[config.mk]
export PLATFORM = sky130hd
export DESIGN_NAME = vga_timing_gen
export DESIGN_NICKNAME = d
export VERILOG_FILES = /design/src/rtl/vga_timing_gen.sv
export SDC_FILE = /design/constraint.sdc
export NUM_CORES = 1
export LEC_CHECK = 0
export ABC_AREA = 1
export CAP_MARGIN = 20
export CORE_MARGIN = 3
export CORE_UTILIZATION = 45
export CTS_CLUSTER_SIZE = 8
export DETAILED_ROUTE_END_ITERATION = 6
export GPL_TIMING_DRIVEN = 1
export PLACE_DENSITY = 0.69
export SLEW_MARGIN = 10
export SYNTH_ARGS = -nofsm -noshare
export SYNTH_HDL_FRONTEND = slang
export SYNTH_SLANG_ARGS = --single-unit
[constraint.sdc]
create_clock -name clk -period 5.3 [get_ports clk]
set_input_delay 1.06 -clock clk [delete_from_list [all_inputs] [get_ports clk]]
set_output_delay 1.06 -clock clk [all_outputs]
set_load 0.01 [all_outputs]
[src/rtl/vga_timing_gen.sv]
// vga_timing_gen: VGA raster timing generator (640x480@60 by default).
//
// Produces the pixel-coordinate stream consumed by the renderers. Every output
// comes from one register stage, so coordinates and flags always agree.
//
// Ports:
//   clk          system clock
//   rst_n        asynchronous active-low reset
//   pix_en       pixel enable; counters and states advance only when high
//   hsync        horizontal sync, level SYNC_ACTIVE while asserted
//   vsync        vertical sync, level SYNC_ACTIVE while asserted
//   video_active high inside the visible area
//   pix_x        horizontal count, 0..H_TOTAL-1
//   pix_y        vertical count, 0..V_TOTAL-1
//   line_tick    one-clk pulse after each line wrap
//   frame_tick   one-clk pulse after each frame wrap
//   frame_count  frames since reset, wraps mod 1024
module vga_timing_gen #(
    parameter int unsigned H_VISIBLE   = 640,
    parameter int unsigned H_FRONT     = 16,
    parameter int unsigned H_SYNC      = 96,
    parameter int unsigned H_BACK      = 48,
    parameter int unsigned V_VISIBLE   = 480,
    parameter int unsigned V_FRONT     = 10,
    parameter int unsigned V_SYNC      = 2,
    parameter int unsigned V_BACK      = 33,
    parameter bit          SYNC_ACTIVE = 1'b0
) (
    input  logic       clk,
    input  logic       rst_n,
    input  logic       pix_en,
    output logic       hsync,
    output logic       vsync,
    output logic       video_active,
    output logic [9:0] pix_x,
    output logic [9:0] pix_y,
    output logic       line_tick,
    output logic       frame_tick,
    output logic [9:0] frame_count
);

    localparam int unsigned H_TOTAL = H_VISIBLE + H_FRONT + H_SYNC + H_BACK;
    localparam int unsigned V_TOTAL = V_VISIBLE + V_FRONT + V_SYNC + V_BACK;

    localparam logic [9:0] H_LAST     = 10'(H_TOTAL - 1);
    localparam logic [9:0] H_FP_START = 10'(H_VISIBLE);
    localparam logic [9:0] H_SY_START = 10'(H_VISIBLE + H_FRONT);
    localparam logic [9:0] H_BP_START = 10'(H_VISIBLE + H_FRONT + H_SYNC);
    localparam logic [9:0] V_LAST     = 10'(V_TOTAL - 1);
    localparam logic [9:0] V_FP_START = 10'(V_VISIBLE);
    localparam logic [9:0] V_SY_START = 10'(V_VISIBLE + V_FRONT);
    localparam logic [9:0] V_BP_START = 10'(V_VISIBLE + V_FRONT + V_SYNC);

    typedef enum logic [1:0] {HVis, HFp, HSync, HBp} h_state_e;
    typedef enum logic [1:0] {VVis, VFp, VSync, VBp} v_state_e;

    h_state_e   h_state_q, h_state_d;
    v_state_e   v_state_q, v_state_d;
    logic [9:0] x_q, x_d;
    logic [9:0] y_q, y_d;
    logic [9:0] frame_count_q, frame_count_d;
    logic       hsync_q, hsync_d;
    logic       vsync_q, vsync_d;
    logic       video_active_q, video_active_d;
    logic       line_tick_q, line_tick_d;
    logic       frame_tick_q, frame_tick_d;

    always_comb begin
        x_d           = x_q;
        y_d           = y_q;
        h_state_d     = h_state_q;
        v_state_d     = v_state_q;
        frame_count_d = frame_count_q;
        line_tick_d   = 1'b0;
        frame_tick_d  = 1'b0;

        if (pix_en) begin
            if (x_q == H_LAST) begin
                x_d         = '0;
                line_tick_d = 1'b1;
                if (y_q == V_LAST) begin
                    y_d           = '0;
                    frame_tick_d  = 1'b1;
                    frame_count_d = frame_count_q + 10'd1;
                end else begin
                    y_d = y_q + 10'd1;
                end
            end else begin
                x_d = x_q + 10'd1;
            end

            // States change on the edge that enters the first count of a region,
            // so they are decoded from the next coordinate, not the current one.
            if (x_d == '0) begin
                h_state_d = HVis;
            end else if (x_d == H_FP_START) begin
                h_state_d = HFp;
            end else if (x_d == H_SY_START) begin
                h_state_d = HSync;
            end else if (x_d == H_BP_START) begin
                h_state_d = HBp;
            end

            // Vertical regions are whole lines, so only move on a line wrap.
            if (line_tick_d) begin
                if (y_d == '0) begin
                    v_state_d = VVis;
                end else if (y_d == V_FP_START) begin
                    v_state_d = VFp;
                end else if (y_d == V_SY_START) begin
                    v_state_d = VSync;
                end else if (y_d == V_BP_START) begin
                    v_state_d = VBp;
                end
            end
        end

        hsync_d        = (h_state_d == HSync) ? SYNC_ACTIVE : ~SYNC_ACTIVE;
        vsync_d        = (v_state_d == VSync) ? SYNC_ACTIVE : ~SYNC_ACTIVE;
        video_active_d = (h_state_d == HVis) && (v_state_d == VVis);
    end

    always_ff @(posedge clk or negedge rst_n) begin
        if (!rst_n) begin
            h_state_q      <= HVis;
            v_state_q      <= VVis;
            x_q            <= '0;
            y_q            <= '0;
            frame_count_q  <= '0;
            hsync_q        <= ~SYNC_ACTIVE;
            vsync_q        <= ~SYNC_ACTIVE;
            video_active_q <= 1'b1;
            line_tick_q    <= 1'b0;
            frame_tick_q   <= 1'b0;
        end else begin
            h_state_q      <= h_state_d;
            v_state_q      <= v_state_d;
            x_q            <= x_d;
            y_q            <= y_d;
            frame_count_q  <= frame_count_d;
            hsync_q        <= hsync_d;
            vsync_q        <= vsync_d;
            video_active_q <= video_active_d;
            line_tick_q    <= line_tick_d;
            frame_tick_q   <= frame_tick_d;
        end
    end

    assign hsync        = hsync_q;
    assign vsync        = vsync_q;
    assign video_active = video_active_q;
    assign pix_x        = x_q;
    assign pix_y        = y_q;
    assign line_tick    = line_tick_q;
    assign frame_tick   = frame_tick_q;
    assign frame_count  = frame_count_q;

endmodule

# Word-level counts from Yosys, hierarchy flattened
# Index checks and enable logic that the tools add are counted.
[totals] ff_bits=39 word_cells=53 inputBits=3 output_inout_bits=35
[op_classes] add_sub_neg=3 muxes=24 eq_ne=10 n_reduce_logical=6
[op_table] cell="$eq 10x10->1 const B" count=5
[op_table] cell="$mux 10" count=5
[op_table] cell="$add 10x1->10 const B" count=3
[op_table] cell="$eq 10x9->1 const B" count=3
[op_table] cell="$mux 2" count=11
[op_table] cell="$logic_not 10->1" count=2
[op_table] cell="$mux 1" count=8
[op_table] cell="$eq 2x2->1 const B" count=2
[op_table] cell="$logic_not 2->1" count=2
[op_table] cell="$reduce_and 3->1" count=1
[op_table] cell="$logic_and 1x1->1" count=1

# Depth between registers and ports, before layout
[logic_depth] ltp_word=13 ltp_mapped=18 mapped_depth_nobuf=18

# Least setup slack after synthesis
# Ideal clock, no wire load.
[synth_path] path_type="input to register" start="input pix_en" end="register frame_count_q[8], in the netlist frame_count[8]" path_buffers=1 slack_ps=3041 required_time_ps=5221 path_stages=6 arrival_ps=2180 setup_time_ps=79 cell_sequence="clkbuf_1 clkinv_1 nor2_4 nand4_1 nor3_2 xor2_1"
[synth_via] elab_chain_cells=1
[synth_rtl] element="from (decl)" line="31" source="input logic pix_en,"
[synth_rtl] element="$reduce_and 3->1 (no line)"
[synth_rtl] element="to (signal assigned)" line="140" source="frame_count_q <= frame_count_d;"
[synth_rtl] element="to (decl)" line="61" source="logic [9:0] frame_count_q, frame_count_d;"
# Every way passes these cells.
# A chain may end at the register's enable or synchronous reset.

# Final worst setup path
[layout_path] start="input pix_en" end="register vsync_q, in the netlist vsync"
[layout_via] elab_chain_cells=3
[layout_rtl] element="$mux 2" line="77" source="if (pix_en) begin"
[layout_rtl] element="via v_state_d[1]" line="58" source="v_state_e v_state_q, v_state_d;"
[layout_rtl] element="$eq 2x2->1" line="119" source="vsync_d = (v_state_d == VSync) ? SYNC_ACTIVE : ~SYNC_ACTIVE;"
[layout_rtl] element="$mux 1" line="119"
[layout_rtl] element="via vsync_d" line="63" source="logic vsync_q, vsync_d;"
[layout_rtl] element="to (signal assigned)" line="131" source="vsync_q <= ~SYNC_ACTIVE;"
[layout_rtl] element="to (signal assigned)" line="142" source="vsync_q <= vsync_d;"
[layout_rtl] element="to (decl)" line="63"
# The timed path passes the listed nets, and every way through them passes these cells.

==> flow_summary_export.csv <==
group,metric,value,unit
cells_and_area,final_nets,390,
yosys,synth_compound_area_frac,0.06142,
flow_run,maxCapViolations,0,
cells_and_area,drive_gt1_frac,0.1175,
yosys,synth_commonest_cells,"111 x nand2_1, 37 x inv_1, 36 x dfrtp_1",
place,dpl.hpwl,3882,microns
cells_and_area,fin_util,0.5688,
routing,vias_per_cell,4.885,
yosys,synthDistinctLibCells,33,
yosys,syn_avg_cell_area,7.124,sq um
cells_and_area,syn2layout_area_growth,20.10,%
routing,wl_per_cell,11.85,microns
yosys,synthAdderAreaFrac,0.02538,
timing,fin_hold_ws,467.6,ps
yosys,async_reset_ff_frac,1.000,
floorplan,coreArea,5205,sq um
yosys,synth_xor_area_frac,0.03198,
yosys,synth_top_area_frac,0.3655,
floorplan,ioPinCount,38,
power,p_leak,1.506,nW
timing,tns,0,ps
clock_network,cts_inserted_buffers,5,
yosys,syn_nets,354,
floorplan,start_util,0.4736,
yosys,yosysMostFrequentCell,"nand2_1",
floorplan,rows,26,
routing,first_pass_iters,4,
global_routing,grt_pass1_wl,9666,microns
routing,vias,2213,
floorplan,die_h,80.01,microns
power,vdd_drop_max,0.1753,mV
worst_setup_path,cp-end-kind,"flop",
worst_setup_path,cp_data_required_time,5510,ps
timing,fin_skew,5.565,ps
floorplan,fp.dieArea,6402,sq um
timing,period_needed,3418,ps
clock_network,clkTransAtPathRegs,70,ps
yosys,yosys_register_bits,39,
routing,drt_iter0_markers,147,
clock_network,clk_latency,290,ps
cells_and_area,fillers,481,
clock_network,htree_levels,2,
timing,clock.fmax,292.6,MHz
timing,hold_viol_final,0,
routing,drtAntennaViolNets,0,
timing,rsz0062_at_grt,"no",
yosys,syn_area,2465,sq um
yosys,ys_warn_count,0,
floorplan,die_x,80.01,microns
global_routing,overflow,0,
routing,drcViolationCount,0,
yosys,synth-simple-area-share,0.3919,
worst_setup_path,cp.arrival,3630,ps
global_routing,grt_pass1_vias,2177,
yosys,ys.flop_type,"dfrtp_1",
global_routing,grt_max_degree,40,
clock_network,cts_tree,"done",
power,powerDensity,305.5,nW/um^2
global_routing,antenna_found_initial,0,
timing,report.final.slew_viol_count,0,
status,status,"complete, no violations",
clock_network,post_cts_buffers,0,
worst_setup_path,worstSetupStartpointType,"input port",
clock_network,cts.repair.resized,0,
min_path,hp-class,"flop to flop",
timing,worst_pin_slew,861.0,ps
routing,wl,5368,microns
clock_network,cts-root-buf,"clkbuf_8",
yosys,syn_inst,346,
yosys,synth_area_leaders,"dfrtp_1 37%, nand2_1 17%, nand3_1 7.1%",
clock_network,cts_buffer_depth,2,
timing,final-setup-viol-count,0,
place,routabilityCongestion,0.8322,
timing,maxSlewHeadroom,0.4260,
worst_setup_path,cp_max_fo,28,
clock_network,hold_buffers,0,
cells_and_area,n_antenna_cell,0,
place,io_buffer_count,37,
yosys,synth_area_leader_cell,"dfrtp_1",
clock_network,cts_sinks,39,
yosys,synth_top_family_by_area,"simple AND/OR/NAND/NOR gates",
yosys,yosysSeqAreaShare,0.3975,
timing,finalCritPeriodShare,0.6449,
global_routing,grt_usage,0.1923,
yosys,synth-edff-count,0,
yosys,synthMuxAreaShare,0,
worst_setup_path,path_class,"input port to flop",
-- path summary, 6_finish.rpt --
path	start	to	slack, ps	depth (start not counted)
max	pix_en	vsync$_DFF_PN1_	1880	8
min	frame_count[9]$_DFFE_PN0P_	frame_count[9]$_DFFE_PN0P_	470	1
max reg2reg	pix_x[0]$_DFFE_PN0P_	video_active$_DFF_PN1_	2820	13
min reg2reg	frame_count[9]$_DFFE_PN0P_	frame_count[9]$_DFFE_PN0P_	470	1
max in group asynchronous	rst_n	frame_count[0]$_DFFE_PN0P_	3870	1
min in group asynchronous	rst_n	pix_x[2]$_DFFE_PN0P_	880	1
-- cells by family after synthesis --
family	after synthesis
XOR/XNOR	9
AND/OR/NAND/NOR	213
buffers and inverters	53
AO/OA/AOI/OAI	27
flip-flops	39
adder cells (fa/ha/maj)	5
-- worst max-delay path: stages --
cell and delay (ps):
clkdlybuf4s50_1 830, clkinv_1 770, nor2_1 520, nand2_1 120, nor2_1 130, nand2_2 70, nand2_2 60, nand3_1 60
-- state kept, by name, indices dropped and copies added (netlist names) --
name and count:
frame_count 10, frame_tick 1, h_state_q 2, hsync 1
line_tick 1, pix_x 10, pix_y 10, v_state_q 2
video_active 1, vsync 1
-- cell type report --
class / count / area [sq um] / share of cell area
Clock buffer: 8 / 100.1 / 0.03381
Tap cell: 70 / 87.58 / 0.02959
Inverter: 45 / 168.9 / 0.05706
Timing Repair Buffer: 37 / 365.4 / 0.1234
Multi-Input combinational cell: 254 / 1259 / 0.4252
Sequential cell: 39 / 979.7 / 0.3309
-- where the power goes --
group	internal (mW)	switching [mW]	total, mW
Sequential	0.342	0.0577	0.399
Combinational	0.128	0.160	0.289
Clock	0.119	0.0979	0.217
-- metrics by stage --
step / cells / worst slack (ps) / area (sq um) / power (mW)
6_report: 453 / 1882 / 2960 / 0.9045
5_1_grt: 453 / 1535 / 2960 / 0.9801
4_1_cts: 453 / 1868 / 2960 / 0.9137
3_5_place_dp: 445 / 1571 / 2860 / 0.6933
3_3_place_gp: 445 / 1665 / 2860 / 0.6911
2_1_floorplan: 346 / 3041 / 2465 / 0.5747
-- layer usage --
layer / track usage / part of all wire / up-vias
li1: - / - / 1147
met5: 0 / 0 / -
met1: 0.2418 / 0.47 / 1017
met4: 0.06588 / 0.013 / 0
met3: 0.03499 / 0.038 / 6
met2: 0.3295 / 0.48 / 43
-- cells in the final DEF (no fill, tap or decap) --
cell type        instances
a21o_1                   1
a21oi_1                  3
a21oi_2                  2
buf_2                    1
clkbuf_1                 1
clkbuf_8                 7
clkdlybuf4s50_1         36
clkinv_1                 2
dfrtp_1                 36
dfstp_2                  3
ha_1                     5
inv_1                   37
inv_2                    6
nand2_1                111
nand2_2                 10
nand2_4                  1
nand3_1                 35
nand3_2                  2
nand3b_1                 1
nand4_1                  3
nand4_2                  1
nor2_1                  33
nor2_2                   9
nor2_4                   1
nor2_8                   1
nor3_1                   4
nor3_2                   1
o21ai_0                 18
o21bai_1                 2
o22ai_1                  1
xnor2_1                  3
xor2_1                   6
Power figures use the tool's default switching activity.
